`src/rtl/score_pkg.sv`:
```
// Shared definitions for score_packer: FSM encodings, most-negative score helper
// and slot-counter width helper.
package score_pkg;

  typedef logic [1:0] state_t;

  localparam state_t ST_FILL = 2'd0;
  localparam state_t ST_PAD  = 2'd1;
  localparam state_t ST_DROP = 2'd2;

  localparam int SCORE_MAX_W = 256;

  // Sign bit set, all other bits clear; callers keep the low w bits.
  function automatic logic [SCORE_MAX_W-1:0] score_min(input int w);
    logic [SCORE_MAX_W-1:0] v;
    v = '0;
    v[w-1] = 1'b1;
    return v;
  endfunction

  function automatic int cnt_width(input int n);
    return $clog2(n);
  endfunction

endpackage

```
`src/rtl/score_packer.sv`:
```
// Packs a serial stream of signed scores into one flat frame vector for max_tree.
// Optional long-frame checking (err port, DROP state) under SCORE_PACKER_CHK_EN.
//
// state   | meaning
// FILL    | accepting real beats into the fill buffer
// PAD     | filling remaining slots of a short frame with the most-negative score
// DROP    | discarding overflow beats until s_last (checked builds only)
module score_packer
  import score_pkg::*;
#(
  parameter int pDATA_WIDTH = 32,
  parameter int pINPUT_NUM  = 32
) (
  input  logic                              clk,
  input  logic                              rst,
  input  logic                              s_valid,
  output logic                              s_ready,
  input  logic [pDATA_WIDTH-1:0]            s_data,
  input  logic                              s_last,
  output logic [pDATA_WIDTH*pINPUT_NUM-1:0] data_out,
  output logic                              en
`ifdef SCORE_PACKER_CHK_EN
  ,
  output logic                              err
`endif
);

  localparam int CW = cnt_width(pINPUT_NUM);
  localparam int FW = pDATA_WIDTH * pINPUT_NUM;
  localparam logic [SCORE_MAX_W-1:0] MIN_WIDE = score_min(pDATA_WIDTH);
  localparam logic [pDATA_WIDTH-1:0] MIN_VAL  = MIN_WIDE[pDATA_WIDTH-1:0];
  localparam logic [CW-1:0]          LAST_CNT = CW'(pINPUT_NUM - 1);

  state_t          state_q, state_d;
  logic [CW-1:0]   cnt_q, cnt_d;
  logic [FW-1:0]   fill_q, fill_d;
  logic [FW-1:0]   data_out_q, data_out_d;
  logic            en_q, en_d;
  logic            err_q, err_d;
  logic            accept;
  logic            last_slot;

  // Ready drops in the reset cycle itself because rst is an input here.
  assign s_ready   = rst && (state_q != ST_PAD);
  assign accept    = s_valid && s_ready;
  assign last_slot = (cnt_q == LAST_CNT);

  always_comb begin
    state_d    = state_q;
    cnt_d      = cnt_q;
    fill_d     = fill_q;
    data_out_d = data_out_q;
    en_d       = 1'b0;
    err_d      = err_q;
    case (state_q)
      ST_FILL: begin
        if (accept) begin
          fill_d[int'(cnt_q)*pDATA_WIDTH +: pDATA_WIDTH] = s_data;
          if (last_slot) begin
            data_out_d = fill_d;
            cnt_d      = '0;
            en_d       = 1'b1;
`ifdef SCORE_PACKER_CHK_EN
            if (!s_last) begin
              err_d   = 1'b1;
              state_d = ST_DROP;
            end
`endif
          end else begin
            cnt_d = cnt_q + CW'(1);
            if (s_last) state_d = ST_PAD;
          end
        end
      end
      ST_PAD: begin
        fill_d[int'(cnt_q)*pDATA_WIDTH +: pDATA_WIDTH] = MIN_VAL;
        if (last_slot) begin
          data_out_d = fill_d;
          cnt_d      = '0;
          en_d       = 1'b1;
          state_d    = ST_FILL;
        end else begin
          cnt_d = cnt_q + CW'(1);
        end
      end
`ifdef SCORE_PACKER_CHK_EN
      ST_DROP: begin
        if (accept && s_last) state_d = ST_FILL;
      end
`endif
      default: state_d = ST_FILL;
    endcase
  end

  always_ff @(posedge clk) begin
    if (!rst) begin
      state_q    <= ST_FILL;
      cnt_q      <= '0;
      fill_q     <= '0;
      data_out_q <= '0;
      en_q       <= 1'b0;
      err_q      <= 1'b0;
    end else begin
      state_q    <= state_d;
      cnt_q      <= cnt_d;
      fill_q     <= fill_d;
      data_out_q <= data_out_d;
      en_q       <= en_d;
      err_q      <= err_d;
    end
  end

  assign data_out = data_out_q;
  assign en       = en_q;
`ifdef SCORE_PACKER_CHK_EN
  assign err      = err_q;
`endif

endmodule
```
`config.mk`:
```
export PLATFORM = sky130hd
export DESIGN_NAME = score_packer
export DESIGN_NICKNAME = d
export VERILOG_FILES = /design/src/rtl/score_pkg.sv /design/src/rtl/score_packer.sv
export SDC_FILE = /design/constraint.sdc
export NUM_CORES = 2
export LEC_CHECK = 0
export CAP_MARGIN = 20
export CORE_AREA = 8 8 405 407
export CTS_CLUSTER_DIAMETER = 50
export DETAILED_ROUTE_END_ITERATION = 6
export DIE_AREA = 0 0 413 415
export PLACE_DENSITY = 0.73
export SETUP_SLACK_MARGIN = 0.02
export SLEW_MARGIN = 30
export SYNTH_ARGS = -nofsm -noshare
export SYNTH_HDL_FRONTEND = slang
export SYNTH_SLANG_ARGS = --single-unit
```
`constraint.sdc`:
```
create_clock -name clk -period 6.87 [get_ports clk]
set_input_delay 1.7175 -clock clk [delete_from_list [all_inputs] [get_ports clk]]
set_output_delay 1.7175 -clock clk [all_outputs]
set_load 0.05 [all_outputs]
```
==> results.json <==
{
  "status": "completed",
  "synth_edf_count": 0,
  "cp-startpoint": "rst",
  "synth_top_area_cell": "dfxtp_1",
  "synth_ff_type": "dfxtp_1",
  "clkSinkCount": 2055,
  "synthMostInstantiatedCell": "dfxtp_1",
  "slew_headroom_pct": 25.0,
  "cts_hold_buf": 0,
  "crit_fanout": 73,
  "fillers": 13111,
  "grt_usage_pct": 37.4,
  "wirelength_um": 341000,
  "fin_hold_ws_ns": 0.447,
  "hold_violations": 0,
  "worstRegToRegCells": 8,
  "timing.rr.end": "fill_q[414]$_SDFFE_PN0P_",
  "crit_buf_inv": 3,
  "grt_max_degree": 175,
  "setup_viol": 0,
  "syn_area_per_cell_um2": 9.02,
  "synth_seq_area_share_pct": 53.3,
  "clk_latency_ns": 0.87,
  "synth_fp_nets": 8600,
  "viasPerCell": 6.67,
  "grt_overflow": 0,
  "drv_cap": 0,
  "clock_skew_ns": 0.0662,
  "async_flop_share_pct": 0,
  "dieArea_mm2": 0.171,
  "crit_arrival_ns": 3.70,
  "cts_max_level": 4,
  "path_cells": "buf_8 -> inv_8 -> nor2_1 -> clkdlybuf4s50_1",
  "synth_area_leaders": "dfxtp_1, nand2_1, nand3_1",
  "cts-root-buf": "clkbuf_16",
  "post-cts-setup-buffer-count": 0,
  "ant_nets": 0,
  "drt_iter0_drc": 11404,
  "hold_depth": 2,
  "die_y_um": 415,
  "critical_path_depth": 4,
  "worstPathRequired_ns": 5.15,
  "clockBufferDepth": 3,
  "grt_pass1_wl_um": 486000,
  "fin_cells": 11264,
  "hp-class": "register to register",
  "r2r_setup_slack_ns": 1.90,
  "grtUsageMet3_pct": 11.8,
  "cts_resized": 0,
  "cp_top_family": "buffers and inverters",
  "wire_per_inst_um": 30.3,
  "design.core.area_mm2": 0.157,
  "fp-row-count": 146,
  "initial_utilization_pct": 49.0,
  "ys_ff_latch": 2055,
  "start_kind": "input port",
  "max_freq_ghz": 0.185,
  "antenna_found_initial": 16,
  "portBuffers": 1061,
  "cts_buffers": 212,
  "detail_route.first_pass.iterations": 7,
  "synth_top_cell_area_share_pct": 53.3,
  "grt_use_met2_pct": 53.9,
  "r2r_start": "cnt_q[1]$_SDFFE_PN0P_",
  "grt_setup_unrepaired": "false",
  "synth_common_cells": "dfxtp_1, nand2_1, clkbuf_1",
  "seq_area_mm2": 0.0411,
  "drc_errors": 0,
  "final.setup.tns_ns": 0,
  "critPathMaxStageDelay_ns": 0.90,
  "multiInputGateArea_mm2": 0.0325,
  "path_clk_slew_ns": 0.06,
  "fin_crit_sh_pct": 78.8,
  "endpoint_kind": "primary output",
  "num_vias": 75078,
  "yosys_warnings": 0,
  "finalCriticalPeriod_ns": 5.41,
  "fin_ws_ns": 1.46,
  "synth.distinct_cells": 71,
  "place_hpwl_um": 215000,
  "area_delta_synth_final_pct": 24.7,
  "ir_drop_mv": 0.246,
  "path_class": "input port to primary output",
  "slew_violations": 0,
  "pwr_density_cell_mw_per_mm2": 264,
  "dp_cells": 10861,
  "place_ws_ns": 1.28,
  "grt_pass1_vias": 69889,
  "drive_above_1_share_pct": 7.93,
  "gr-usage-met1_pct": 47.0,
  "io_pins": 1062,
  "p_leak_nw": 33.4,
  "routabilityCongestion": 0.881,
  "synth_cells": 8555,
  "fin_nets": 9053,
  "cts_tree": "yes",
  "die_w_um": 413,
  "endpoint": "s_ready",
  "synthesis.area_mm2": 0.0772,
  "worstMarginPinSlew_ns": 1.12,
  "top_usage_layer": "met2",
  "slowest_stage": "clkdlybuf4s50_1"
}
## cells in the final DEF (no fill, tap or decap), types with 12 or more instances in the layout
| master | instances |
|---|---|
| o21ai_0 | 606 |
| a22oi_1 | 310 |
| buf_4 | 203 |
| nor3_2 | 23 |
| clkdlybuf4s50_1 | 1028 |
| o211ai_1 | 74 |
| a21oi_1 | 401 |
| nor2_1 | 128 |
| bufinv_16 | 19 |
| o41ai_1 | 18 |
| a221o_1 | 233 |
| clkbuf_1 | 41 |
| o2bb2ai_1 | 60 |
| o22ai_1 | 128 |
| nand4_1 | 131 |
| nand2_2 | 14 |
| dfxtp_1 | 2054 |
| a32o_1 | 246 |
| or3_1 | 13 |
| buf_12 | 12 |
| nand2_1 | 1364 |
| a22o_1 | 27 |
| nor2b_1 | 23 |
| and3_1 | 248 |
| o221ai_1 | 101 |
| nor2_2 | 18 |
| nand3_1 | 772 |
| clkbuf_8 | 53 |
| mux2i_1 | 45 |
| inv_1 | 19 |
| o21ai_1 | 45 |
| clkbuf_16 | 216 |
| a32oi_1 | 261 |
| clkinv_2 | 29 |
## metrics by stage
| step | total power, mW | area, µm² | util, % |
|---|---|---|---|
| 2_1_floorplan | 12.9 | 77200 | - |
| 3_3_place_gp | 13.4 | 88400 | 56.1 |
| 3_5_place_dp | 13.4 | 88600 | 56.3 |
| 4_1_cts | 25.3 | 96000 | 61.0 |
| 5_1_grt | 25.9 | 96200 | 61.1 |
| 6_report | 25.4 | 96200 | 61.1 |
## final cells by class
type,instances,share of cell area [%]
Tap cell,2072,2.70
Timing Repair Buffer,1265,12.9
Clock inverter,82,1.20
Multi-Input combinational cell,5454,33.8
Inverter,20,0.0858
Clock buffer,310,6.54
Sequential cell,2055,42.8
Antenna cell,6,0.0156
## how the worst min path moves through the flow
stage,startpoint,to,slack (ns)
after floorplan,fill_q[945]$_SDFFE_PN0P_,fill_q[945]$_SDFFE_PN0P_,0.43
after global placement,fill_q[623]$_SDFFE_PN0P_,fill_q[623]$_SDFFE_PN0P_,0.44
after detailed placement,fill_q[545]$_SDFFE_PN0P_,fill_q[545]$_SDFFE_PN0P_,0.44
after CTS,fill_q[650]$_SDFFE_PN0P_,data_out[650]$_SDFFE_PN0P_,0.45
after global routing,fill_q[361]$_SDFFE_PN0P_,fill_q[361]$_SDFFE_PN0P_,0.46
final,fill_q[478]$_SDFFE_PN0P_,data_out[478]$_SDFFE_PN0P_,0.45
## power by group
part / internal, mW / leakage, nW / switching (mW)
Combinational: 0.193 / 13.2 / 1.07
Clock: 7.10 / 3.65 / 5.04
Sequential: 11.9 / 16.5 / 0.0178
Total: 19.2 / 33.4 / 6.13
## metal layers
metal  up-vias  share of wire (%)
met1     36318                 37
met2      5257                 42
met5         -             0.0038
met4         2                8.5
li1      32409                  -
met3      1092                 13
## logic make-up after synthesis
family          Yosys count  share of synthesized area, %
buf+inv                1046                          5.35
mux                      49                         0.639
fa+ha+maj                 9                         0.146
flops                  2055                          53.3
xor+xnor                  3                        0.0827
compound gates         2571                          23.7
simple gates           2822                          16.7
## flip-flops by register name, indices dropped and copies added, names as in the netlist
name	flops
data_out	1024
fill_q	1024
cnt_q	5
en	1
state_q	1
## worst register-to-register path: stages (launching register included)
cell	delay (ns)
dfxtp_1	0.69
inv_1	0.19
ha_1	0.42
nor3b_1	0.23
ha_1	0.68
and3b_1	0.32
mux2_2	0.87
nand3_2	0.87
o41ai_1	0.57
Power figures use the tool's default switching activity.
